**src/rtl/issue_queue.sv**
```systemverilog
// ---------------------------------------------------------------------------
// issue_queue
//
// Instruction issue queue sitting between fetch and the dual-issue
// dependency checker. Fetch pushes one or two instructions per cycle
// (pc, instruction word, predictor state). The checker sees the two oldest
// entries and reports how many it consumed each cycle (pop_cnt). A
// mispredict flush discards everything that is queued.
//
// Storage is a circular buffer of DEPTH entries (DEPTH a power of two, >= 4)
// with a write pointer, a read pointer and an occupancy count. Pointers wrap
// naturally modulo DEPTH.
//
// Optional feature (macro ISSUE_QUEUE_BYPASS_EN):
//   When defined, the visible head slots are the first two entries of
//   {stored entries, incoming accepted push}. Incoming instructions can be
//   seen and popped in the same cycle they are pushed. Popped incoming
//   entries are never written to storage. When the macro is undefined,
//   a pushed instruction becomes visible one cycle after the push.
//
// Ports:
//   CLK                       clock
//   NRST                      synchronous active-low reset (pointers/count)
//   push_valid                fetch presents a pair this cycle
//   push_second               slot 2 of the pair is valid
//   push_pc1/2                pcs of the pair
//   push_inst1/2              instruction words of the pair
//   push_state1/2             predictor states of the pair
//   push_ready                queue can accept a pair (from registered count)
//   pop_cnt                   entries consumed this cycle (3 is treated as 2)
//   flush                     mispredict: discard all entries
//   out_valid1/2              head / head+1 valid
//   out_pc1/2                 head pcs (zero when invalid)
//   out_inst1/2               head instructions (zero when invalid)
//   out_state1/2              head predictor states (zero when invalid)
//   count                     number of occupied entries
// ---------------------------------------------------------------------------
module issue_queue #(
    parameter int DEPTH = 8,
    parameter int PCW   = 13
) (
    input  logic                     CLK,
    input  logic                     NRST,
    input  logic                     push_valid,
    input  logic                     push_second,
    input  logic [PCW-1:0]           push_pc1,
    input  logic [PCW-1:0]           push_pc2,
    input  logic [31:0]              push_inst1,
    input  logic [31:0]              push_inst2,
    input  logic [1:0]               push_state1,
    input  logic [1:0]               push_state2,
    output logic                     push_ready,
    input  logic [1:0]               pop_cnt,
    input  logic                     flush,
    output logic                     out_valid1,
    output logic                     out_valid2,
    output logic [PCW-1:0]           out_pc1,
    output logic [PCW-1:0]           out_pc2,
    output logic [31:0]              out_inst1,
    output logic [31:0]              out_inst2,
    output logic [1:0]               out_state1,
    output logic [1:0]               out_state2,
    output logic [$clog2(DEPTH):0]   count
);

    localparam int AW = $clog2(DEPTH);
    localparam int CW = AW + 1;

    // ------------------------------------------------------------------
    // Storage (not reset: only pointers and count are cleared)
    // ------------------------------------------------------------------
    logic [PCW-1:0] pc_mem   [DEPTH];
    logic [31:0]    inst_mem [DEPTH];
    logic [1:0]     st_mem   [DEPTH];

    logic [AW-1:0]  wptr;
    logic [AW-1:0]  rptr;
    logic [AW-1:0]  wptr_p1;
    logic [AW-1:0]  rptr_p1;

    // ------------------------------------------------------------------
    // Push / pop bookkeeping
    // ------------------------------------------------------------------
    logic           accept;       // push taken this cycle
    logic [1:0]     push_n;       // entries in the accepted push (0..2)
    logic [1:0]     in_n;         // incoming entries visible this cycle
    logic [1:0]     pop_req;      // pop_cnt with 3 clamped to 2
    logic [1:0]     stored_vis;   // stored entries visible at the head (0..2)
    logic [2:0]     avail;        // entries that can be popped this cycle
    logic [1:0]     pop_eff;      // effective pop
    logic [1:0]     pop_stored;   // part of the pop taken from storage
    logic [1:0]     pop_in;       // part of the pop taken from the incoming push

    // Storage write ports for this cycle
    logic           wr0_en;
    logic           wr1_en;
    logic [PCW-1:0] wr0_pc;
    logic [31:0]    wr0_inst;
    logic [1:0]     wr0_st;

    logic [CW-1:0]  count_next;
    logic [AW-1:0]  wptr_next;
    logic [AW-1:0]  rptr_next;

    assign wptr_p1 = wptr + AW'(1);
    assign rptr_p1 = rptr + AW'(1);

    // Full boundary is taken from the registered count only, so a pop in the
    // same cycle never makes room for a push.
    assign push_ready = (count <= CW'(DEPTH - 2));
    assign accept     = push_valid & push_ready;

    always_comb begin
        push_n = 2'd0;
        if (accept) begin
            push_n = push_second ? 2'd2 : 2'd1;
        end
    end

    always_comb begin
        pop_req = pop_cnt[1] ? 2'd2 : {1'b0, pop_cnt[0]};
    end

    always_comb begin
        stored_vis = (count >= CW'(2)) ? 2'd2 : count[1:0];
    end

`ifdef ISSUE_QUEUE_BYPASS_EN
    // A flushed push is never visible, stored or popped.
    assign in_n = flush ? 2'd0 : push_n;
`else
    assign in_n = 2'd0;
`endif

    always_comb begin
        avail = {1'b0, stored_vis} + {1'b0, in_n};
        if (avail > 3'd2) begin
            avail = 3'd2;
        end
    end

    always_comb begin
        pop_eff = ({1'b0, pop_req} < avail) ? pop_req : avail[1:0];
    end

    // Storage is always consumed first; the incoming push is only popped once
    // every stored entry has gone.
    always_comb begin
        pop_stored = (pop_eff < stored_vis) ? pop_eff : stored_vis;
        pop_in     = pop_eff - pop_stored;
    end

    // ------------------------------------------------------------------
    // Write selection: the un-popped tail of the incoming push lands at
    // wptr, wptr+1.
    // ------------------------------------------------------------------
    always_comb begin
        wr0_en   = 1'b0;
        wr1_en   = 1'b0;
        wr0_pc   = push_pc1;
        wr0_inst = push_inst1;
        wr0_st   = push_state1;
        if (NRST && !flush && accept) begin
            if (pop_in == 2'd0) begin
                wr0_en = 1'b1;
                wr1_en = push_second;
            end else if (pop_in == 2'd1 && push_second) begin
                // First instruction consumed by the bypass; second goes to wptr.
                wr0_en   = 1'b1;
                wr0_pc   = push_pc2;
                wr0_inst = push_inst2;
                wr0_st   = push_state2;
            end
        end
    end

    always_ff @(posedge CLK) begin
        if (wr0_en) begin
            pc_mem[wptr]   <= wr0_pc;
            inst_mem[wptr] <= wr0_inst;
            st_mem[wptr]   <= wr0_st;
        end
        if (wr1_en) begin
            pc_mem[wptr_p1]   <= push_pc2;
            inst_mem[wptr_p1] <= push_inst2;
            st_mem[wptr_p1]   <= push_state2;
        end
    end

    // ------------------------------------------------------------------
    // Pointer / count update
    // ------------------------------------------------------------------
    always_comb begin
        count_next = count + CW'(push_n) - CW'(pop_eff);
        wptr_next  = wptr + AW'(push_n - pop_in);
        rptr_next  = rptr + AW'(pop_stored);
    end

    always_ff @(posedge CLK) begin
        if (!NRST || flush) begin
            count <= '0;
            wptr  <= '0;
            rptr  <= '0;
        end else begin
            count <= count_next;
            wptr  <= wptr_next;
            rptr  <= rptr_next;
        end
    end

    // ------------------------------------------------------------------
    // Head outputs: combinational reads, zero when not backed by an entry
    // ------------------------------------------------------------------
    always_comb begin
        out_valid1 = 1'b0;
        out_pc1    = '0;
        out_inst1  = '0;
        out_state1 = '0;
        out_valid2 = 1'b0;
        out_pc2    = '0;
        out_inst2  = '0;
        out_state2 = '0;

        if (stored_vis != 2'd0) begin
            out_valid1 = 1'b1;
            out_pc1    = pc_mem[rptr];
            out_inst1  = inst_mem[rptr];
            out_state1 = st_mem[rptr];
        end else if (in_n != 2'd0) begin
            out_valid1 = 1'b1;
            out_pc1    = push_pc1;
            out_inst1  = push_inst1;
            out_state1 = push_state1;
        end

        if (stored_vis == 2'd2) begin
            out_valid2 = 1'b1;
            out_pc2    = pc_mem[rptr_p1];
            out_inst2  = inst_mem[rptr_p1];
            out_state2 = st_mem[rptr_p1];
        end else if (stored_vis == 2'd1 && in_n != 2'd0) begin
            out_valid2 = 1'b1;
            out_pc2    = push_pc1;
            out_inst2  = push_inst1;
            out_state2 = push_state1;
        end else if (stored_vis == 2'd0 && in_n == 2'd2) begin
            out_valid2 = 1'b1;
            out_pc2    = push_pc2;
            out_inst2  = push_inst2;
            out_state2 = push_state2;
        end
    end

endmodule

```
**config.mk**
```make
export PLATFORM = sky130hd
export DESIGN_NAME = issue_queue
export DESIGN_NICKNAME = d
export VERILOG_FILES = /design/src/rtl/issue_queue.sv
export SDC_FILE = /design/constraint.sdc
export NUM_CORES = 1
export LEC_CHECK = 0
export ABC_AREA = 0
export BUFFER_PORTS_ARGS = -buffer_cell sky130_fd_sc_hd__buf_4
export CAP_MARGIN = 10
export CORE_MARGIN = 1.5
export CORE_UTILIZATION = 61
export DETAILED_ROUTE_END_ITERATION = 10
export GPL_ROUTABILITY_DRIVEN = 0
export MAX_ROUTING_LAYER = met4
export PLACE_DENSITY = 0.77
export SLEW_MARGIN = 0
export SYNTH_ARGS = -nofsm -noshare
export SYNTH_HDL_FRONTEND = slang
export SYNTH_SLANG_ARGS = --single-unit
```
**constraint.sdc**
```tcl
create_clock -name CLK -period 6.1 [get_ports CLK]
set_input_delay 0.61 -clock CLK [delete_from_list [all_inputs] [get_ports CLK]]
set_output_delay 0.61 -clock CLK [all_outputs]
set_load 0.01 [all_outputs]
```
==> PnR_summary.wiki <==
{| class="wikitable"
! Metric !! Value
|-
| Fraction of layout cells with a size suffix above 1 || 32.9%
|-
| Crit. End Element || flip-flop
|-
| Worst slew margin relative to its limit || 25.7%
|-
| Sw Pwr || 0.00341 W
|-
| Crit-path leading delay family || simple AND/OR/NAND/NOR gates
|-
| DPL Wire Length || 37,500 microns
|-
| Wire length of the first global-routing pass || 102,000 microns
|-
| Sinks on the clock net || 386
|-
| Initial antenna violation count || 3
|-
| Static leakage || 8.18 nW
|-
| Length of the first detailed-routing pass in iterations || 6
|-
| Setup-failing EPs final || 0
|-
| Crit share post-route || 75.3%
|-
| Crit path DAT || 4850 ps
|-
| Worst Setup Path Type || reg2reg
|-
| Critical path depth in cells || 13
|-
| Number of max-slew violations in the final report || 0
|-
| Slowest stage delay, CP || 910 ps
|-
| Filler Cell Count || 2,447
|-
| Highest clock rate || 218 MHz
|-
| Vias in the first global route || 16,900
|-
| Status || complete, no violations
|-
| Cell with the biggest individual delay on the critical path || nand3b_4
|-
| Logic pwr share || 39.2%
|-
| Sort of element at the start of the critical path || flip-flop
|-
| Hold-fix buffers at CTS || 0
|-
| Clock latency at the later pin of the worst-skew pair || 550 ps
|-
| Initial standard-cell utilization of the core || 61.9%
|-
| Overall die height || 196 microns
|-
| Worst-case clock buffer depth || 3
|-
| Post-Route Skew || 18.7 ps
|-
| Clock tree from TritonCTS || done
|-
| Hold path depth || 2
|-
| Final routed DRC violation total || 0
|-
| Clock H-tree levels || 2
|-
| Die Outline Area || 38,200 sq um
|-
| Routed wire per std cell || 31.5 microns
|-
| CTS buffer count || 42
|-
| Minimum clock period after layout || 4600 ps
|-
| Final Hold Fails || 0
|-
| P per Cell Area || 372 nW/um^2
|-
| Final core utilization || 70.2%
|-
| Die width || 196 microns
|-
| Number of instances in the synthesized netlist || 1,579
|-
| Proportion of synthesized chip area in sequential cells || 50.8%
|-
| Seq cells post-synth || 386
|-
| Worst Hold Slack || 410 ps
|-
| Global-route total usage across every layer || 36.9%
|-
| Commonest cells after routing, fill and taps aside || 376 x o2bb2ai_1, 376 x edfxtp_1, 239 x buf_4
|-
| Post-synthesis instance area || 22,600 sq um
|-
| Num rows || 70
|-
| Aggregate negative setup slack || 0 ps
|-
| Number of design-rule violations left by the first detailed-router iteration || 1,678
|-
| Clock network fraction of total power || 26.8%
|-
| Actual transition at the worst max-transition pin || 1110 ps
|-
| Vias/cell || 7.57
|-
| Aggregate routed wire length || 68,000 microns
|-
| Post-synth EDFFs || 376
|-
| Syn Area/Cell || 14.3 sq um
|-
| Cell at the root of the clock tree || clkbuf_16
|-
| Share of synthesized flip-flops with an asynchronous set or reset || 0%
|-
| Largest net degree at the start of global routing || 65
|-
| Core Region || 36,500 sq um
|-
| Number of top-level pins || 202
|-
| Most Frequent Cell on Critical Path || ha_1
|-
| Switching part of the total power || 35.7%
|-
| Combined buffer and inverter count along the critical path || 3
|-
| Vias || 16,300
|-
| Synthesis Warnings || 0
|-
| Req. time, crit path || 6360 ps
|-
| Internal power component || 0.00613 W
|-
| Number of distinct library cells after synthesis || 41
|-
| Overflow left after global routing || 0
|-
| Maximum Capacitance Violations || 0
|-
| Nets in the synthesized netlist || 1,700
|-
| Primary FF master, synth || edfxtp_1
|-
| Register-to-Register Path Depth || 13
|-
| Cells along the critical path || inv_1, ha_1, nand2b_1, inv_2, ha_1, nor2_1, o22ai_1, o21ai_0, ha_1, xor2_4, buf_4, nand3b_4, o2bb2ai_1
|-
| Antenna Violating Nets Remaining || 0
|-
| VDD IR-drop max || 0.000351 V
|-
| Clock transition at the registers of the reported paths || 60 ps
|-
| Hold Path Class || in2reg
|-
| Critical-path maximum fanout || 56
|-
| Post-CTS Setup Bufs || 0
|-
| Unrepaired setup endpoints after global routing || false
|-
| Port Buffer Count || 201
|-
| Fraction of power consumed by sequential logic || 34.0%
|-
| Count of instances resized after the clock tree is built || 0
|-
| Synth-to-layout area growth || 13.3%
|-
| Number of nets in the finished design || 1,776
|}
## power by group through the flow
stage                     Sequential, W  Combinational [W]  Clock (W)
after floorplan                 0.00324            0.00234          0
after detailed placement        0.00330            0.00368          0
after global placement          0.00328            0.00361          0
after global routing            0.00326            0.00395    0.00266
after CTS                       0.00324            0.00370    0.00256
final                           0.00325            0.00374    0.00256
## layer usage
layer / track usage [%] / wire length, microns / vias up
met1: 46.4 / 24000 / 8242
met2: 59.2 / 33400 / 1192
li1: - / - / 6685
met4: 15.9 / 2940 / 0
met5: - / 0 / -
met3: 7.06 / 7690 / 217
## worst reg2reg max path, cell delays in order, from the launching register on
cell	delay [ps]
dfxtp_1	410
inv_1	90
ha_1	210
nand2b_1	190
inv_2	70
ha_1	210
nor2_1	110
o22ai_1	120
o21ai_0	270
ha_1	300
xor2_4	170
buf_4	820
nand3b_4	950
o2bb2ai_1	400
## sequential cells by signal, indices dropped and copies added (netlist names)
register / flops
st_mem: 16
count: 4
pc_mem: 104
wptr: 3
rptr: 3
inst_mem: 256
## cell type report
class                   count  area, sq um  area share [%]
repair buffers            243         1870            7.31
well taps                 468          586            2.28
inverters                  21         78.8           0.307
multi-input cells         961        10200            39.9
diodes                      3         7.51          0.0293
flip-flops and latches    386        11500            44.9
clock buffers              50         1100            4.30
clock inverters            27          268            1.04
## path summary, 6_finish.rpt
check | from | end | slack, ps
max | count[3]$_SDFF_PP0_ | inst_mem[6][8]$_DFFE_PP_ | 1500
min | push_inst1[22] | inst_mem[2][22]$_DFFE_PP_ | 410
max reg2reg | count[3]$_SDFF_PP0_ | inst_mem[6][8]$_DFFE_PP_ | 1500
min reg2reg | count[2]$_SDFF_PP0_ | count[3]$_SDFF_PP0_ | 730
## kinds of logic after synthesis
logic type                 share of synthesized area [%]
adders and majority gates                           1.27
DFF                                                 50.8
muxes                                               20.8
buffers and inverters                               4.65
AOI/OAI and AO/OA                                   16.4
and+or+nand+nor                                     5.66
xor gates and xnor gates                           0.454
## synthesized netlist by cell type, types with 6 or more instances
cell type | count | area, sq um
ha_1 | 15 | 188
nand3_2 | 30 | 300
buf_2 | 69 | 345
nand2b_1 | 6 | 37.5
nand3_1 | 17 | 85.1
clkbuf_1 | 64 | 240
a21oi_1 | 53 | 265
buf_4 | 7 | 52.6
buf_6 | 9 | 101
nor2_1 | 67 | 251
buf_1 | 61 | 229
mux4_2 | 188 | 4230
nor3_1 | 9 | 45.0
o2bb2ai_1 | 376 | 3290
inv_1 | 21 | 78.8
o31a_1 | 8 | 70.1
nand2_1 | 99 | 372
nand3b_1 | 7 | 52.6
edfxtp_1 | 376 | 11300
dfxtp_1 | 10 | 200
mux2i_1 | 47 | 470
## through the flow
stage	cell area [sq um]	cells	worst slack (ps)	power, W
3_3_place_gp	24300	2079	1750	0.00689
6_report	25600	2159	1500	0.00954
5_1_grt	25600	2159	1270	0.00987
2_1_floorplan	22600	1579	838	0.00557
4_1_cts	25600	2156	1600	0.00950
3_5_place_dp	24300	2079	1630	0.00698
Power figures use the tool's default switching activity.
